===== config.mk =====
export PLATFORM = sky130hd
export DESIGN_NAME = ib_pipe_flat
export DESIGN_NICKNAME = d
export VERILOG_FILES = /design/src/rtl/ib_pipe_if.sv /design/src/rtl/ib_pipe.sv /design/src/flat_wrapper.sv
export SDC_FILE = /design/constraint.sdc
export NUM_CORES = 1
export LEC_CHECK = 0
export ABC_AREA = 1
export CAP_MARGIN = 20
export CORE_MARGIN = 8
export CORE_UTILIZATION = 50
export DETAILED_ROUTE_END_ITERATION = 16
export MAX_ROUTING_LAYER = met4
export PLACE_DENSITY = 0.8
export SLEW_MARGIN = 20
export SYNTH_ARGS = -nofsm -noshare
export SYNTH_HDL_FRONTEND = slang
export SYNTH_SLANG_ARGS = --single-unit

===== constraint.sdc =====
create_clock -name clk_i -period 1.94 [get_ports clk_i]
set_clock_uncertainty 0.1 [all_clocks]
set_input_delay 0.388 -clock clk_i [delete_from_list [all_inputs] [get_ports clk_i]]
set_output_delay 0.388 -clock clk_i [all_outputs]
set_load 0.01 [all_outputs]

===== src/rtl/ib_pipe_if.sv =====
// Internal bus word channel: data plus active-low framing and handshake.
interface ib_pipe_if #(
  parameter int unsigned DATA_WIDTH = 64
);
  logic [DATA_WIDTH-1:0] data;
  logic                  sop_n;
  logic                  eop_n;
  logic                  src_rdy_n;
  logic                  dst_rdy_n;

  // Source side of the channel.
  modport master (
    output data,
    output sop_n,
    output eop_n,
    output src_rdy_n,
    input  dst_rdy_n
  );

  // Sink side of the channel.
  modport slave (
    input  data,
    input  sop_n,
    input  eop_n,
    input  src_rdy_n,
    output dst_rdy_n
  );
endinterface


===== src/rtl/ib_pipe.sv =====
// Two-slot (main + skid) register pipe for the internal bus. Fully registered in both
// directions: outputs come straight from the main slot and the upstream ready is a flop,
// so no combinational path crosses the stage.
module ib_pipe #(
  parameter int unsigned DATA_WIDTH = 64
) (
  input  logic        clk_i,
  input  logic        reset_i,
  ib_pipe_if.slave    in_i,
  ib_pipe_if.master   out_o
);

  typedef enum logic [1:0] {StEmpty, StOne, StFull} state_e;

  state_e                state_q, state_d;
  logic [DATA_WIDTH-1:0] main_data_q, main_data_d;
  logic                  main_sop_n_q, main_sop_n_d;
  logic                  main_eop_n_q, main_eop_n_d;
  logic [DATA_WIDTH-1:0] skid_data_q, skid_data_d;
  logic                  skid_sop_n_q, skid_sop_n_d;
  logic                  skid_eop_n_q, skid_eop_n_d;
  logic                  in_rdy_n_q;

  logic in_xfer;
  logic out_xfer;
  logic out_vld;

  assign out_vld  = (state_q != StEmpty);
  assign in_xfer  = ~in_i.src_rdy_n & ~in_rdy_n_q;
  assign out_xfer = out_vld & ~out_o.dst_rdy_n;

  // Next-state and slot-load decisions.
  always_comb begin
    state_d      = state_q;
    main_data_d  = main_data_q;
    main_sop_n_d = main_sop_n_q;
    main_eop_n_d = main_eop_n_q;
    skid_data_d  = skid_data_q;
    skid_sop_n_d = skid_sop_n_q;
    skid_eop_n_d = skid_eop_n_q;
    unique case (state_q)
      StEmpty: begin
        if (in_xfer) begin
          main_data_d  = in_i.data;
          main_sop_n_d = in_i.sop_n;
          main_eop_n_d = in_i.eop_n;
          state_d      = StOne;
        end
      end
      StOne: begin
        if (in_xfer && out_xfer) begin
          // Main drains and refills in the same cycle.
          main_data_d  = in_i.data;
          main_sop_n_d = in_i.sop_n;
          main_eop_n_d = in_i.eop_n;
        end else if (in_xfer) begin
          skid_data_d  = in_i.data;
          skid_sop_n_d = in_i.sop_n;
          skid_eop_n_d = in_i.eop_n;
          state_d      = StFull;
        end else if (out_xfer) begin
          state_d = StEmpty;
        end
      end
      StFull: begin
        // Upstream ready is deasserted here, so only the output side can move.
        if (out_xfer) begin
          main_data_d  = skid_data_q;
          main_sop_n_d = skid_sop_n_q;
          main_eop_n_d = skid_eop_n_q;
          state_d      = StOne;
        end
      end
      default: state_d = StEmpty;
    endcase
  end

  // State, slots and registered upstream ready; reset discards both slots.
  always_ff @(posedge clk_i) begin
    if (reset_i) begin
      state_q      <= StEmpty;
      main_data_q  <= '0;
      main_sop_n_q <= 1'b1;
      main_eop_n_q <= 1'b1;
      skid_data_q  <= '0;
      skid_sop_n_q <= 1'b1;
      skid_eop_n_q <= 1'b1;
      in_rdy_n_q   <= 1'b1;
    end else begin
      state_q      <= state_d;
      main_data_q  <= main_data_d;
      main_sop_n_q <= main_sop_n_d;
      main_eop_n_q <= main_eop_n_d;
      skid_data_q  <= skid_data_d;
      skid_sop_n_q <= skid_sop_n_d;
      skid_eop_n_q <= skid_eop_n_d;
      in_rdy_n_q   <= (state_d == StFull);
    end
  end

  assign in_i.dst_rdy_n  = in_rdy_n_q;
  assign out_o.data      = main_data_q;
  assign out_o.sop_n     = main_sop_n_q;
  assign out_o.eop_n     = main_eop_n_q;
  assign out_o.src_rdy_n = ~out_vld;

endmodule


===== src/flat_wrapper.sv =====
// flat-port wrapper written by rule: the top's interface ports become plain ports
module ib_pipe_flat 
#(
  parameter int unsigned DATA_WIDTH = 64
)
  (clk_i, reset_i, in_i_data, in_i_sop_n, in_i_eop_n, in_i_src_rdy_n, in_i_dst_rdy_n, out_o_data, out_o_sop_n, out_o_eop_n, out_o_src_rdy_n, out_o_dst_rdy_n);
  ib_pipe_if #(.DATA_WIDTH(DATA_WIDTH)) in_i_i ();
  ib_pipe_if #(.DATA_WIDTH(DATA_WIDTH)) out_o_i ();
  input  logic clk_i;
  input  logic reset_i;
  input wire logic [$bits(in_i_i.data)-1:0] in_i_data;
  input wire logic [$bits(in_i_i.sop_n)-1:0] in_i_sop_n;
  input wire logic [$bits(in_i_i.eop_n)-1:0] in_i_eop_n;
  input wire logic [$bits(in_i_i.src_rdy_n)-1:0] in_i_src_rdy_n;
  output wire logic [$bits(in_i_i.dst_rdy_n)-1:0] in_i_dst_rdy_n;
  output wire logic [$bits(out_o_i.data)-1:0] out_o_data;
  output wire logic [$bits(out_o_i.sop_n)-1:0] out_o_sop_n;
  output wire logic [$bits(out_o_i.eop_n)-1:0] out_o_eop_n;
  output wire logic [$bits(out_o_i.src_rdy_n)-1:0] out_o_src_rdy_n;
  input wire logic [$bits(out_o_i.dst_rdy_n)-1:0] out_o_dst_rdy_n;
  assign in_i_i.data = in_i_data;
  assign in_i_i.sop_n = in_i_sop_n;
  assign in_i_i.eop_n = in_i_eop_n;
  assign in_i_i.src_rdy_n = in_i_src_rdy_n;
  assign in_i_dst_rdy_n = in_i_i.dst_rdy_n;
  assign out_o_data = out_o_i.data;
  assign out_o_sop_n = out_o_i.sop_n;
  assign out_o_eop_n = out_o_i.eop_n;
  assign out_o_src_rdy_n = out_o_i.src_rdy_n;
  assign out_o_i.dst_rdy_n = out_o_dst_rdy_n;
  ib_pipe #(.DATA_WIDTH(DATA_WIDTH)) u_core (.clk_i(clk_i), .reset_i(reset_i), .in_i(in_i_i), .out_o(out_o_i));
endmodule

==> results of run 1 <==
## state kept, by name, indices dropped and copies added, names as in the netlist
name                   flops
u_core.skid_data_q        64
u_core.state_q             2
u_core.in_i.dst_rdy_n      1
u_core.out_o.data         64
u_core.skid_sop_n_q        1
u_core.skid_eop_n_q        1
u_core.out_o.eop_n         1
u_core.out_o.sop_n         1
## power groups by stage
stage               combinational [mW]  sequential (mW)  clock, mW
floorplan                        0.430             3.08          0
global placement                 0.952             3.03          0
detailed placement               0.962             3.03          0
CTS                              0.971             2.98       3.34
global route                      1.07             2.99       3.47
finish                           0.962             2.98       3.29
## worst paths after layout
path | start | to | slack [ps] | cells past startpoint
min | u_core.skid_sop_n_q | u_core.skid_sop_n_q | 370 | 2
max reg2reg | u_core.state_q[1] | u_core.out_o.data[4] | 350 | 7
max | u_core.in_i.dst_rdy_n | in_i_dst_rdy_n | 120 | 1
min reg2reg | u_core.skid_sop_n_q | u_core.skid_sop_n_q | 370 | 2
## placed cells by master, fill, tap and decap left out
cell type	count
a21oi_1	2
buf_12	8
buf_4	10
bufinv_16	3
clkbuf_16	17
clkbuf_8	4
clkdlybuf4s50_1	136
clkinv_2	3
clkinvlp_4	3
dfxtp_1	134
dfxtp_2	1
dlygate4sd2_1	1
inv_1	65
inv_2	3
nand2_1	268
nand2_2	1
nand3_1	74
nand3_4	1
nand4_2	1
nor2_1	260
nor2_2	1
o21ai_0	48
o21ai_1	18
## kinds of logic after synthesis
kind of cell	count (synthesis)	synth area share [%]
AND/OR/NAND/NOR	606	39.72
AO/OA/AOI/OAI	68	5.674
buffers and inverters	133	9.553
flip-flops	135	45.06
## metrics by stage
step	worst slack (ps)	util, %	hold slack (ps)	total power, mW	cell area [sq um]
after global placement	38.99	63.12	354.2	3.984	7487
after CTS	100.3	68.22	372.6	7.285	8092
after global routing	59.45	68.22	394.6	7.536	8092
after floorplan	565.2	-	342.8	3.507	5998
final	117.3	68.22	368.4	7.224	8092
after detailed placement	34.16	63.12	355.7	3.995	7487
## what timing repair did
| action | 4_1_cts | 5_1_grt |
|---|---|---|
| gates resized for setup | 2 | 0 |
| endpoints found under the hold margin | 0 | 0 |
| hold buffers | 0 | 0 |
| endpoints found under the setup margin | 1 | 0 |
## per-layer routing
metal  vias up  part of all wire (%)
met5         -                     0
met1      2625                    45
met3        12                   7.0
met4         0                  0.99
li1       3085                     -
met2       159                    47
## worst reg2reg max path, stage by stage (launching register included)
cell and delay [ps]:
dfxtp_2 340, buf_4 240, nand2_1 190, nand3_4 210
buf_12 210, nand2_1 90, nand2_1 60, nor2_1 40
## area by class of cell
type                    instances  area [sq um]  area share, %
multi-input cells             674          2735          33.80
clock inverters                 8         122.6          1.515
repair buffers                155          1605          19.84
inverters                      69         260.3          3.216
clock buffers                  21         480.5          5.938
well taps                     147         183.9          2.273
flip-flops and latches        135          2704          33.42
==> out/metrics.cfg, run 1 <==
[pwr]
p_comb_share_pct=13.3
p_leak_nw=3.762
sequentialPowerShare_pct=41.2
switchingPower_mw=1.700
swShare_pct=23.54
powerDensity_nw_per_um2=892.8
power_frac_clock_pct=45.5
p_int_mw=5.523
irDropWorstVdd_v=0.0004766

[critical_path]
cp_num_buf_inv=1
critPathSlowestCell=clkdlybuf4s50_1
cp-end-kind=output pin
cp_top_family=buffers and inverters
crit_path_max_fanout=3
cp-start-kind=flip-flop
slowest_delay_ps=560
cp.required_ps=1450
path_class=reg -> out
worstPathArrival_ps=1330
path_cells=clkdlybuf4s50_1

[yosys]
synth.area.top_cells=dfxtp_1 (45%), nand2_1 (17%), nor2_1 (16%), nand3_1 (6.2%), inv_1 (4.1%)
ys_warn_count=0
synth_top_area_share_pct=45.06
synth_edf_count=0
ys_seq_area_share_pct=45.06
synth.largest_area_cell=dfxtp_1
ys_async_sr_fraction_pct=0
synth_cells=942
post-synth-top-count-cell=nand2_1
netlist_area_sq_um=5998
ys_ff_latch=135
ys_types=16
synthFlopType=dfxtp_1
yosys-top-cells-count=nand2_1 (269), nor2_1 (261), dfxtp_1 (135)
synth_fp_nets=1012
syn_area_per_cell_sq_um=6.368

[cells_and_area]
syn2layout_area_growth_pct=34.90
diodes=0
drive_gt1_share_pct=5.273
fin_cells=1209
num-fill-cells=1052
final_nets=1122

[sta]
hold_violations=0
period_needed_ps=1823
setup_tns_ps=0
max_slew_margin_pct=72.34
setup_violations=0
report.final.slew_viol_count=0
rsz0062_at_grt=false
tightestPinTransition_ps=414.9
period_share_pct=93.95
fmax_mhz=548.6

[clock_network]
clk_root_buffer_cell=clkbuf_16
clkTransAtPathRegs_ps=50
postCtsSetupBuffers=0
h-tree-depth=4
cts_tree=yes
cts_sinks=135
ctsLongestPathBuffers=2
insertion_delay_ps=410
cts_made_buffers=17

[route]
avgRoutedWirePerCell_um=12.92
dr.pass1.iters=4
num_vias=5881
route.detailed.drc=0
drt_iter0_markers=511
antenna_left=0
totalWireLength_um=15620
detail_route.vias_per_cell=4.864

[floorplan]
core_area_sq_um=11860
num_io_pins=138
start_util_pct=50.57
dieArea_sq_um=15760
fp.dieW_um=125.5
die-height_um=125.5
row_count=40

[grt]
grt_usage_pct=20.27
gr-max-usage-layer=met2
grt_util_met3_pct=7.055
grt_use_met1_pct=24.10
antenna_found_initial=0
grt_pass1_wl_um=26010
grt_max_degree=78
grt_overflow=0
grt_pass1_vias=5421
use_met2_pct=32.33

[place]
gp_congestion=0.7766
dpl.cell_count=1180
dpl.hpwl_um=9867
io_buffers=137

[min_path]
hold_path.class=reg -> reg

[outcome]
status=completed

[run]
maxCapViolations=0

(Power assumes the default switching activity.)
==> run 2: changes to the inputs <==
--- a/config.mk
+++ b/config.mk
@@ -7,11 +7,14 @@
 export LEC_CHECK = 0
 export ABC_AREA = 1
 export CAP_MARGIN = 20
+export CELL_PAD_IN_SITES_DETAIL_PLACEMENT = 0
+export CELL_PAD_IN_SITES_GLOBAL_PLACEMENT = 2
 export CORE_MARGIN = 8
-export CORE_UTILIZATION = 50
+export CORE_UTILIZATION = 28
+export CTS_CLUSTER_SIZE = 30
 export DETAILED_ROUTE_END_ITERATION = 16
 export MAX_ROUTING_LAYER = met4
-export PLACE_DENSITY = 0.8
+export PLACE_DENSITY = 0.94
 export SLEW_MARGIN = 20
 export SYNTH_ARGS = -nofsm -noshare
 export SYNTH_HDL_FRONTEND = slang
==> run 2 against run 1 <==
Critical path depth unchanged; final area increased by 2.5%; sequential power about the same; non-clock buffer count up 1; cell count rose by 11%; utilization is 29 points lower; critical path type unchanged; highest routed layer unchanged.
==> out/metrics.cfg, run 2 (synthesized netlist as in run 1, its figures left out) <==
[place]
dpl.hpwl_um=11220  ; +14%
gp_congestion=0.7403  ; -4.7%
io_buffers=137  ; unchanged

[cells_and_area]
final_common_cell=nand2_1
drive_gt1_share_pct=5.352  ; +0.079 points
diodes=0  ; unchanged
most-common-layout-cells=nand2_1 (268), nor2_1 (261), clkdlybuf4s50_1 (136)
num-fill-cells=2205  ; +110%
syn2layout_area_growth_pct=38.30
final_core_util_pct=39.46  ; -29 points
final_nets=1123  ; +0.089%

[clock_network]
insertion_delay_ps=400  ; about the same
clkTransAtPathRegs_ps=60  ; about the same
cts_made_buffers=17  ; unchanged
ctsLongestPathBuffers=2  ; unchanged
clk_root_buffer_cell=clkbuf_16
cts_sinks=135  ; unchanged
cts_tree=yes
h-tree-depth=4  ; unchanged
postCtsSetupBuffers=0  ; unchanged

[floorplan]
fp.dieW_um=162.4  ; +29%
core_area_sq_um=21020  ; +77%
die-height_um=162.4  ; +29%
row_count=53  ; +33%
dieArea_sq_um=26360  ; +67%
start_util_pct=28.53  ; -22 points
num_io_pins=138  ; unchanged

[grt]
grt_overflow=0  ; unchanged
grt_usage_pct=13.84  ; -6.4 points
gr-max-usage-layer=met2
grt_use_met1_pct=17.70  ; -6.4 points
grt_pass1_wl_um=28980  ; +11%
grt_util_met3_pct=3.160  ; -3.9 points
grt_pass1_vias=5687  ; +4.9%
use_met2_pct=21.80  ; -11 points
grt_max_degree=61  ; -22%
antenna_found_initial=0  ; unchanged

[sta]
report.final.slew_viol_count=0  ; unchanged
rsz0062_at_grt=false
setup_violations=0  ; unchanged
fmax_mhz=535.5  ; -2.4%
setup_tns_ps=0  ; unchanged
tightestPinTransition_ps=438.1  ; +23.24 ps
max_slew_margin_pct=70.79  ; -1.5 points
period_needed_ps=1867  ; +44.59 ps
hold_violations=0  ; unchanged
period_share_pct=96.25  ; +2.3 points

[critical_path]
critPathSlowestCell=clkdlybuf4s50_1
path_cells=clkdlybuf4s50_1
cp.required_ps=1450  ; about the same
cp-start-kind=flip-flop
cp_num_buf_inv=1  ; unchanged
crit_path_max_fanout=3  ; unchanged
slowest_delay_ps=570  ; about the same
path_class=reg -> out
cp_top_family=buffers and inverters
worstPathArrival_ps=1380  ; +50 ps
cp-end-kind=output pin

[route]
avgRoutedWirePerCell_um=13.20  ; +2.2%
dr.pass1.iters=4  ; unchanged
totalWireLength_um=17680  ; +13%
drt_iter0_markers=268  ; -48%
antenna_left=0  ; unchanged
route.detailed.drc=0  ; unchanged
detail_route.vias_per_cell=4.291  ; -12%
num_vias=5750  ; -2.2%

[min_path]
hold_path.class=reg -> reg

[pwr]
powerDensity_nw_per_um2=878.4  ; -1.6%
p_leak_nw=3.787  ; +0.66%
irDropWorstVdd_v=0.0005610  ; +18%

[run]
maxCapViolations=0  ; unchanged

[outcome]
status=completed

==> run 2: cell type report <==
class / count / area [sq um] / area share, %
Tap cell: 275 / 344.1 / 4.148
Clock buffer: 22 / 484.2 / 5.837
Multi-Input combinational cell: 674 / 2741 / 33.05
Sequential cell: 135 / 2704 / 32.59
Clock inverter: 9 / 122.6 / 1.478
Inverter: 69 / 261.5 / 3.152
Timing Repair Buffer: 156 / 1638 / 19.74
==> run 2: worst register-to-register path: stages, from the launching register on <==
cell	delay, ps
dfxtp_2	340
buf_4	270
buf_4	430
nand3_1	160
nand2_1	100
nor2_1	40
nor2_1	100
==> run 2: path summary, 6_finish.rpt <==
kind              slack [ps]               endpoint  cells after the start             startpoint
setup reg to reg         340  u_core.out_o.data[20]                      6      u_core.state_q[1]
hold / removal           370     u_core.out_o.eop_n                      2     u_core.out_o.eop_n
setup / recovery          70         in_i_dst_rdy_n                      1  u_core.in_i.dst_rdy_n
hold reg to reg          370     u_core.out_o.eop_n                      2     u_core.out_o.eop_n
==> run 2: per-layer routing <==
metal	vias up	routed length (um)
li1	3077	-
met3	7	787
met4	0	114
met5	-	0
met1	2547	8980
met2	119	7801
==> run 2: stage by stage <==
step	area [sq um]	worst slack [ps]	std cells	hold WS (ps)	total power, mW
detailed placement	7690	26.08	1309	355.8	4.025
finish	8295	72.72	1340	369.2	7.287
CTS	8295	72.88	1340	372.6	7.418
floorplan	5998	565.2	942	342.8	3.507
global route	8295	45.55	1340	390.9	7.647
global placement	7690	44.42	1309	354.7	4.023
==> run 2: what timing repair did <==
item,in CTS,in global routing
gates resized for setup,1,0
setup endpoints to repair,1,0
hold buffers,0,0
==> run 2: where the power goes <==
part	leakage (nW)	internal (mW)	switching [mW]
Sequential	1.10	2.91	0.0703
Combinational	2.38	0.487	0.489
Clock	0.302	2.14	1.19
Total	3.79	5.54	1.75
